--- config.mk ---
export PLATFORM = sky130hd
export DESIGN_NAME = aib_cfg_avmm_responder_flat
export DESIGN_NICKNAME = d
export VERILOG_FILES = /design/src/rtl/aib_cfg_avmm_responder_if.sv /design/src/rtl/aib_cfg_avmm_responder.sv /design/src/flat_wrapper.sv
export SDC_FILE = /design/constraint.sdc
export NUM_CORES = 1
export LEC_CHECK = 0
export CORE_AREA = 2 2 238 240
export DETAILED_ROUTE_END_ITERATION = 7
export DIE_AREA = 0 0 240 242
export DONT_BUFFER_PORTS = 1
export GPL_TIMING_DRIVEN = 1
export PLACE_DENSITY_LB_ADDON = 0.08
export SLEW_MARGIN = 5
export SYNTH_ARGS = -nofsm -noshare
export SYNTH_HDL_FRONTEND = slang
export SYNTH_SLANG_ARGS = --single-unit
export TNS_END_PERCENT = 30
--- constraint.sdc ---
create_clock -name i_cfg_avmm_clk -period 5.9 [get_ports i_cfg_avmm_clk]
set_clock_uncertainty 0.15 [all_clocks]
set_input_delay 0.885 -clock i_cfg_avmm_clk [delete_from_list [all_inputs] [get_ports i_cfg_avmm_clk]]
set_output_delay 0.885 -clock i_cfg_avmm_clk [all_outputs]
set_load 0.005 [all_outputs]
--- src/rtl/aib_cfg_avmm_responder_if.sv ---
// aib_cfg_avmm_responder_if: Avalon-MM config port between the calibration initiator and the config responder.
interface aib_cfg_avmm_responder_if #(
    parameter int AVMM_WIDTH = 32,
    parameter int BYTE_WIDTH = 4,
    parameter int ADDR_WIDTH = 17
);
    logic [ADDR_WIDTH-1:0] addr;
    logic [BYTE_WIDTH-1:0] byte_en;
    logic                  read;
    logic                  write;
    logic [AVMM_WIDTH-1:0] wdata;
    logic                  rdatavld;
    logic [AVMM_WIDTH-1:0] rdata;
    logic                  waitreq;
    modport master (output addr, byte_en, read, write, wdata, input rdatavld, rdata, waitreq);
    modport slave  (input addr, byte_en, read, write, wdata, output rdatavld, rdata, waitreq);
endinterface

--- src/rtl/aib_cfg_avmm_responder.sv ---
// aib_cfg_avmm_responder: AVMM config target with a word register file, programmable stall and fixed-latency reads.
module aib_cfg_avmm_responder #(
    parameter int AVMM_WIDTH   = 32,
    parameter int BYTE_WIDTH   = 4,
    parameter int ADDR_WIDTH   = 17,
    parameter int NUM_REGS     = 16,
    parameter int WAIT_CYCLES  = 1,
    parameter int RD_LATENCY   = 2,
    parameter int STATUS_WIDTH = 32
) (
    input  logic                                 i_cfg_avmm_clk,
    input  logic                                 i_cfg_avmm_rst,
    aib_cfg_avmm_responder_if.slave              avmm,
    input  logic [STATUS_WIDTH-1:0]              i_status,
    output logic [(NUM_REGS-1)*AVMM_WIDTH-1:0]   o_cfg_regs,
    output logic                                 o_err
);
    localparam int IDX_W = $clog2(NUM_REGS);
    typedef enum logic [1:0] {IDLE, STALL, ACK} state_t;
    state_t                                r_state;
    logic [3:0]                            r_cnt;
    logic                                  r_waitreq;
    logic                                  r_err;
    logic [NUM_REGS-2:0][AVMM_WIDTH-1:0]   r_regs;
    logic [RD_LATENCY-1:0]                 r_vld;
    logic [RD_LATENCY-1:0][AVMM_WIDTH-1:0] r_dat;
    logic [NUM_REGS-1:0][AVMM_WIDTH-1:0]   w_file;
    logic [IDX_W-1:0]                      w_idx;
    logic [AVMM_WIDTH-1:0]                 w_rdata;
    logic w_req, w_oor, w_ro, w_acc, w_wr, w_rd, w_err_set;
    assign w_req  = avmm.read | avmm.write;
    assign w_idx  = avmm.addr[IDX_W+1:2];
    assign w_oor  = avmm.addr >= ADDR_WIDTH'(NUM_REGS * 4);
    assign w_ro   = w_idx == IDX_W'(NUM_REGS - 1);
    assign w_acc  = r_state == ACK;
    assign w_wr   = w_acc & avmm.write;
    // a simultaneous read+write executes only the write
    assign w_rd   = w_acc & avmm.read & ~avmm.write;
    // the top word of the map is the live status, so reads see it at the accept edge
    assign w_file  = {AVMM_WIDTH'(i_status), r_regs};
    assign w_rdata = w_oor ? '0 : w_file[w_idx];
    assign w_err_set = ((r_state == STALL) & ~w_req)
                     | (w_acc & (~w_req | w_oor | (avmm.read & avmm.write)));
    always_ff @(posedge i_cfg_avmm_clk) begin
        if (i_cfg_avmm_rst) begin
            r_state   <= IDLE;
            r_cnt     <= '0;
            r_waitreq <= 1'b1;
            r_err     <= 1'b0;
            r_regs    <= '0;
            r_vld     <= '0;
            r_dat     <= '0;
        end else begin
            unique case (r_state)
                IDLE: if (w_req) begin
                    r_state   <= (WAIT_CYCLES == 0) ? ACK : STALL;
                    r_cnt     <= 4'(WAIT_CYCLES - 1);
                    r_waitreq <= WAIT_CYCLES != 0;
                end
                STALL: if (!w_req) begin
                    r_state <= IDLE;
                end else if (r_cnt == '0) begin
                    r_state   <= ACK;
                    r_waitreq <= 1'b0;
                end else begin
                    r_cnt <= r_cnt - 4'd1;
                end
                ACK: begin
                    r_state   <= IDLE;
                    r_waitreq <= 1'b1;
                end
                default: r_state <= IDLE;
            endcase
            r_err <= r_err | w_err_set;
            if (w_wr && !w_oor && !w_ro)
                for (int b = 0; b < BYTE_WIDTH; b++)
                    if (avmm.byte_en[b]) r_regs[w_idx][8*b +: 8] <= avmm.wdata[8*b +: 8];
            // data stages only move with a valid so rdata holds between pulses
            r_vld[0] <= w_rd;
            if (w_rd) r_dat[0] <= w_rdata;
            for (int i = 1; i < RD_LATENCY; i++) begin
                r_vld[i] <= r_vld[i-1];
                if (r_vld[i-1]) r_dat[i] <= r_dat[i-1];
            end
        end
    end
    assign avmm.waitreq  = r_waitreq;
    assign avmm.rdatavld = r_vld[RD_LATENCY-1];
    assign avmm.rdata    = r_dat[RD_LATENCY-1];
    assign o_cfg_regs    = r_regs;
    assign o_err         = r_err;
endmodule

--- src/flat_wrapper.sv ---
// flat-port wrapper written by rule: the top's interface ports become plain ports
module aib_cfg_avmm_responder_flat 
#(
    parameter int AVMM_WIDTH   = 32,
    parameter int BYTE_WIDTH   = 4,
    parameter int ADDR_WIDTH   = 17,
    parameter int NUM_REGS     = 16,
    parameter int WAIT_CYCLES  = 1,
    parameter int RD_LATENCY   = 2,
    parameter int STATUS_WIDTH = 32
)
  (i_cfg_avmm_clk, i_cfg_avmm_rst, i_status, o_cfg_regs, o_err, avmm_addr, avmm_byte_en, avmm_read, avmm_write, avmm_wdata, avmm_rdatavld, avmm_rdata, avmm_waitreq);
  aib_cfg_avmm_responder_if #(.AVMM_WIDTH(AVMM_WIDTH), .BYTE_WIDTH(BYTE_WIDTH), .ADDR_WIDTH(ADDR_WIDTH)) avmm_i ();
  input  logic i_cfg_avmm_clk;
  input  logic i_cfg_avmm_rst;
  input  logic [STATUS_WIDTH-1:0] i_status;
  output logic [(NUM_REGS-1)*AVMM_WIDTH-1:0] o_cfg_regs;
  output logic o_err;
  input wire logic [$bits(avmm_i.addr)-1:0] avmm_addr;
  input wire logic [$bits(avmm_i.byte_en)-1:0] avmm_byte_en;
  input wire logic [$bits(avmm_i.read)-1:0] avmm_read;
  input wire logic [$bits(avmm_i.write)-1:0] avmm_write;
  input wire logic [$bits(avmm_i.wdata)-1:0] avmm_wdata;
  output wire logic [$bits(avmm_i.rdatavld)-1:0] avmm_rdatavld;
  output wire logic [$bits(avmm_i.rdata)-1:0] avmm_rdata;
  output wire logic [$bits(avmm_i.waitreq)-1:0] avmm_waitreq;
  assign avmm_i.addr = avmm_addr;
  assign avmm_i.byte_en = avmm_byte_en;
  assign avmm_i.read = avmm_read;
  assign avmm_i.write = avmm_write;
  assign avmm_i.wdata = avmm_wdata;
  assign avmm_rdatavld = avmm_i.rdatavld;
  assign avmm_rdata = avmm_i.rdata;
  assign avmm_waitreq = avmm_i.waitreq;
  aib_cfg_avmm_responder #(.AVMM_WIDTH(AVMM_WIDTH), .BYTE_WIDTH(BYTE_WIDTH), .ADDR_WIDTH(ADDR_WIDTH), .NUM_REGS(NUM_REGS), .WAIT_CYCLES(WAIT_CYCLES), .RD_LATENCY(RD_LATENCY), .STATUS_WIDTH(STATUS_WIDTH)) u_core (.i_cfg_avmm_clk(i_cfg_avmm_clk), .i_cfg_avmm_rst(i_cfg_avmm_rst), .avmm(avmm_i), .i_status(i_status), .o_cfg_regs(o_cfg_regs), .o_err(o_err));
endmodule
# Word-level counts from Yosys, hierarchy flattened
# Cells that the tools add are included.
[word_totals]
reg_bits = 554
inputBits = 89
out_inout_bits = 515
[classes]
n_addsub = 1
order_cmp = 3
eq_ne = 8
mux = 37
n_bitwise = 13
n_reduce_logical = 12
[op_table]
columns = ["cell", "count"]
rows = [
  ["$mux 480", 10],
  ["$bwmux 480", 4],
  ["$demux 32 s4", 4],
  ["$bmux 32 s4", 1],
  ["$mux 32", 3],
  ["$mux 24", 1],
  ["$ge 17x7->1 const B", 1],
  ["$mux 16", 1],
  ["$mux 4", 3],
  ["$mux 8", 1],
  ["$pmux 4 s2", 1],
  ["$reduce_and 4->1", 2],
  ["$and 1x1->1", 6],
  ["$mux 2", 3],
  ["$lt 4x5->1 const B", 1],
  ["$or 1x1->1", 5],
  ["$eq 4x4->1 const B", 1],
  ["$ge 4x1->1 const B", 1],
  ["$logic_not 4->1", 1],
  ["$ne 2x1->1 const B", 2],
  ["$ne 2x2->1 const B", 2],
  ["$pmux 2 s2", 1],
  ["$sub 4x1->4 const B", 1],
  ["$logic_and 1x1->1", 3],
  ["11 further kinds", 15],
]

# Logic depth before layout (Yosys ltp)
[depth]
depth_word = 18
depth_mapped = 8
ltp_nobuf = 6

# Worst setup path after synthesis
# OpenSTA, ideal clock, no wires.
[synth_timing]
path_type = "input-to-reg"
from = "input port avmm_addr[16]"
to = "register u_core.r_regs (netlist bit u_core.o_cfg_regs[400])"
setup_time_ps = 72
t_arrival_ps = 2542
required_ps = 5678
setup_slack_ps = 3136
stages = 7
n_path_buf = 3
cell_sequence = "or4_4 -> nor4_2 -> buf_6 -> buf_12 -> and3_4 -> buf_12 -> mux2i_1"
[synth_via]
elab_chain_cells = 4
[synth_rtl]
columns = ["element", "line_no", "source"]
rows = [
  ["start: declaration", "flat_wrapper.sv:19", "input wire logic [$bits(avmm_i.addr)-1:0] avmm_addr;"],
  ["$ge 17x7->1", "aib_cfg_avmm_responder.sv:33", "assign w_oor = avmm.addr >= ADDR_WIDTH'(NUM_REGS * 4);"],
  ["$logic_not 1->1", "aib_cfg_avmm_responder.sv:75", "if (w_wr && !w_oor && !w_ro)"],
  ["$logic_and 1x1->1 (2 in series)", "aib_cfg_avmm_responder.sv:75", ""],
  ["end signal: indexed assignment", "aib_cfg_avmm_responder.sv:77", "if (avmm.byte_en[b]) r_regs[w_idx][8*b +: 8] <= avmm.wdata[8*b +: 8];"],
  ["end: declaration", "aib_cfg_avmm_responder.sv:24", "logic [NUM_REGS-2:0][AVMM_WIDTH-1:0] r_regs;"],
]
# Every way passes these cells.
# A chain may end at the register's enable or synchronous reset.

# Worst setup path after layout
[layout_timing]
from = "register u_core.r_state[1]"
to = "register u_core.r_dat[28] in the netlist's numbering"
[layout_via]
elab_chain_cells = 3
[layout_rtl]
columns = ["element", "line_no", "source"]
rows = [
  ["start: declaration", "aib_cfg_avmm_responder.sv:20", "state_t r_state;"],
  ["start signal: assignment", "aib_cfg_avmm_responder.sv:56", "r_state <= (WAIT_CYCLES == 0) ? ACK : STALL;"],
  ["$eq 2x2->1", "aib_cfg_avmm_responder.sv:35", "assign w_acc = r_state == ACK;"],
  ["$and 1x1->1 (2 in series)", "aib_cfg_avmm_responder.sv:38", "assign w_rd = w_acc & avmm.read & ~avmm.write;"],
  ["end signal: indexed assignment", "aib_cfg_avmm_responder.sv:83", "if (r_vld[i-1]) r_dat[i] <= r_dat[i-1];"],
  ["end: declaration", "aib_cfg_avmm_responder.sv:26", "logic [RD_LATENCY-1:0][AVMM_WIDTH-1:0] r_dat;"],
]
# Every way passes these cells.

==> Implementation_results.wiki <==
{| class="wikitable"
! Metric !! Value
|-
| Slack of the worst reg-to-reg path || 2.57 ns
|-
| Fraction of the yosys area taken by sequential cells || 44.4%
|-
| Number of I/O port buffers || 0
|-
| FILL cells || 5,092
|-
| Total GRT Usage || about 29%
|-
| Inserted Clock Buffers || 59
|-
| Leak pwr || 0.0121 uW
|-
| Avg Vias per Cell || 5.85
|-
| Count of flip-flops with a built-in enable after synthesis || 0
|-
| Number of nets in the finished design || 2,180
|-
| Total via count in the routed design || 16,900
|-
| Routed wire length || between 80,000 and 90,000 um
|-
| Ports || 604
|-
| Die outline height || around 240 um
|-
| Post-CTS sizing || 0
|-
| Crit path DAT || 3.69 ns
|-
| Type of origin of the critical path || flop
|-
| Setup-failing EPs final || 0
|-
| Part of the cycle the worst path needs || 56.4%
|-
| Fin worst setup slack || 2.57 ns
|-
| Biggest fanout along the worst timing path || 19
|-
| Max transition margin || 22.4%
|-
| Endpoint required time on the critical path || 6.26 ns
|-
| Power density over the cells || 287 nW/um^2
|-
| Final hold violations || 0
|-
| Initial antenna violation count || 1
|-
| CTS tree || built
|-
| Destination of the worst hold path || u_core.r_vld[1]
|-
| Post-CTS Setup Repair Bufs || 0
|-
| Area overhead of the layout relative to synthesis || 8.17%
|-
| Die width || roughly 240 um
|-
| Post-cts hold buffer count || 0
|-
| Setup TNS || 0 ns
|-
| Depth of the worst hold-timing path || 1
|-
| Pin count of the biggest net entering global routing || 135
|-
| DR iter-0 viols || approximately 1,100
|-
| Placed wire-length estimate || 56,300 um
|-
| FF+latch count, synth || 554
|-
| Result of the run || finished clean
|-
| Reg-to-Reg End || u_core.r_dat[28]
|-
| Full die area || 58,100 um^2
|-
| Average cell area after synthesis || 11.3 um^2
|-
| Reg2reg path depth || 4
|-
| Number of clock sinks seen by CTS || 554
|-
| Number of detailed-routing iterations run before antenna repair || 5
|-
| Warnings from Yosys || 0
|-
| Ys flop type || sky130_fd_sc_hd__dfxtp_1
|-
| CP endpoint kind || flop
|-
| Crit path time final || 3.33 ns
|-
| Slew at the pin closest to its max-slew limit || ~1.2 ns
|-
| Share of post-route cells with drive strength above 1 || 16.7%
|-
| Beginning of the worst hold path || i_cfg_avmm_rst
|-
| Vias in the first global route || 16,900
|-
| Commonest cells after routing, fill and taps aside || sky130_fd_sc_hd__dfxtp_1 (553), sky130_fd_sc_hd__mux2i_1 (546), sky130_fd_sc_hd__nand2_1 (516)
|-
| Number of max-cap violations || 0
|-
| Proportion of register bits with asynchronous set or reset after synthesis || 0%
|-
| Worst supply voltage drop on vdd || 0.000239 V
|-
| Wire length of the first global-routing pass || 123,000 um
|-
| RSZ-0062 raised after global routing || false
|-
| Max Clk Rate || 300 MHz
|-
| Nets in the synthesized netlist || roughly 2,300
|-
| Fin. max-slew vios || 0
|-
| Gp weighted congestion || 0.828
|-
| Post-Syn Instances || 2,211
|-
| Number of core rows || 87
|-
| Placeable core area || 55,700 um^2
|-
| Maximum level of the CTS H-tree || 2
|-
| Startpoint of the most critical register-to-register path || u_core.r_state[1]
|-
| Kind of path behind the tightest hold check || input pin to flop
|-
| Clock buffer depth || 3
|-
| Cell area after synthesis || 25,000 um^2
|-
| Average wire per standard cell || about 30 um
|-
| Clock slew at the register clock pins of the worst setup and hold paths || around 0.060 ns
|-
| Pre-CTS setup slack || approximately 2.0 ns
|-
| Worst-Skew Late Latency || approximately 0.61 ns
|-
| Number of antenna-violating nets in the routed design || 0
|-
| Root cell of the clock tree || sky130_fd_sc_hd__clkbuf_16
|-
| Commonest non-fill, non-tap cell in the layout || sky130_fd_sc_hd__dfxtp_1
|-
| DRC violation count after routing || 0
|-
| Setup CP Type || flop to flop
|-
| Library cells used by synthesis || 50
|-
| Total grt overflow || 0
|-
| Initial Util || roughly 45%
|}
## worst max path at each step
stage	depth (start not counted)	to	startpoint
after floorplan	7	u_core.o_cfg_regs[400]	avmm_addr[16]
after global placement	4	u_core.r_dat[28]	avmm_read
after detailed placement	4	u_core.r_dat[26]	avmm_read
after CTS	4	u_core.r_dat[28]	u_core.r_state[1]
after global routing	4	u_core.r_dat[5]	u_core.r_state[1]
final	4	u_core.r_dat[28]	u_core.r_state[1]
## sequential cells by signal, indices dropped and copies added, names as in the netlist
name                 count
u_core.r_state           2
u_core.r_vld             2
u_core.o_cfg_regs      480
u_core.r_dat            32
u_core.r_cnt             4
u_core.o_err             1
u_core.avmm.waitreq      1
u_core.avmm.rdata       32
## Yosys cell counts (3+ instances only)
master | count | area, um^2
sky130_fd_sc_hd__a2111oi_0 | 3 | 26.3
sky130_fd_sc_hd__o21ai_0 | 33 | 165
sky130_fd_sc_hd__nor3_4 | 9 | 146
sky130_fd_sc_hd__nand2b_1 | 5 | 31.3
sky130_fd_sc_hd__or3_1 | 4 | 25.0
sky130_fd_sc_hd__and3_2 | 3 | 22.5
sky130_fd_sc_hd__nand2_1 | 516 | 1940
sky130_fd_sc_hd__buf_8 | 5 | 75.1
sky130_fd_sc_hd__nor2b_1 | 4 | 25.0
sky130_fd_sc_hd__buf_4 | 37 | 278
sky130_fd_sc_hd__xnor2_1 | 3 | 26.3
sky130_fd_sc_hd__nor4_4 | 4 | 85.1
sky130_fd_sc_hd__buf_12 | 3 | 60.1
sky130_fd_sc_hd__mux2_2 | 33 | 372
sky130_fd_sc_hd__dfxtp_1 | 554 | 11100
sky130_fd_sc_hd__a32oi_1 | 31 | 272
sky130_fd_sc_hd__buf_2 | 21 | 105
sky130_fd_sc_hd__inv_1 | 7 | 26.3
sky130_fd_sc_hd__mux2i_1 | 546 | 5470
sky130_fd_sc_hd__clkbuf_1 | 118 | 443
sky130_fd_sc_hd__clkbuf_2 | 3 | 15.0
sky130_fd_sc_hd__buf_1 | 12 | 45.0
sky130_fd_sc_hd__nand3_4 | 56 | 981
sky130_fd_sc_hd__nor2_1 | 41 | 154
sky130_fd_sc_hd__mux4_2 | 126 | 2840
## critical path, cell delays in order, from the launching register on
cell                       delay (ns)
sky130_fd_sc_hd__dfxtp_1         0.46
sky130_fd_sc_hd__nor4bb_1        0.59
sky130_fd_sc_hd__and4bb_2        0.80
sky130_fd_sc_hd__nand2_1         0.82
sky130_fd_sc_hd__o21ai_0         0.40
## cell type report
cell class	count	area (um^2)	share of cell area [%]
Multi-Input combinational cell	1449	12900	47.6
Sequential cell	554	11100	41.0
Clock buffer	90	1800	6.64
Tap cell	756	946	3.50
Timing Repair Buffer	17	153	0.565
Clock inverter	19	149	0.551
Inverter	8	40.0	0.148
Antenna cell	1	2.50	0.00926
## routing by layer
metal / track usage, % / wire length, um / vias up
met3: 9.28 / 7750 / 123
met5: 0 / 0 / -
met4: 8.28 / 2190 / 0
met2: 48.5 / 41800 / 637
met1: 35.7 / 34400 / 8590
li1: - / - / 7586
## logic make-up after synthesis
group	share of synthesized area [%]
mux	34.7
simple gates	14.4
flops	44.4
buf+inv	4.25
compound gates	2.11
xor+xnor	0.105
fa+ha+maj	0.100
## per-stage QoR
step / cells / cell area [um^2] / total power (uW) / utilization (%) / hold WS [ns]
2_1_floorplan: 2211 / 25000 / 4120 / - / 0.286
3_3_place_gp: 2784 / 25100 / 4130 / 45.0 / 0.298
3_5_place_dp: 2784 / 25100 / 4130 / 45.0 / 0.307
4_1_cts: 2893 / 27000 / 7820 / 48.5 / 0.160
5_1_grt: 2894 / 27000 / 8000 / 48.5 / 0.181
6_report: 2894 / 27000 / 7760 / 48.5 / 0.203
## power by group
group          total, uW  internal, uW  switching (uW)
clock               3710          2170            1540
sequential          3760          3750            14.0
combinational        285           100             185
total               7760          6020            1740
(Power assumes the default switching activity.)
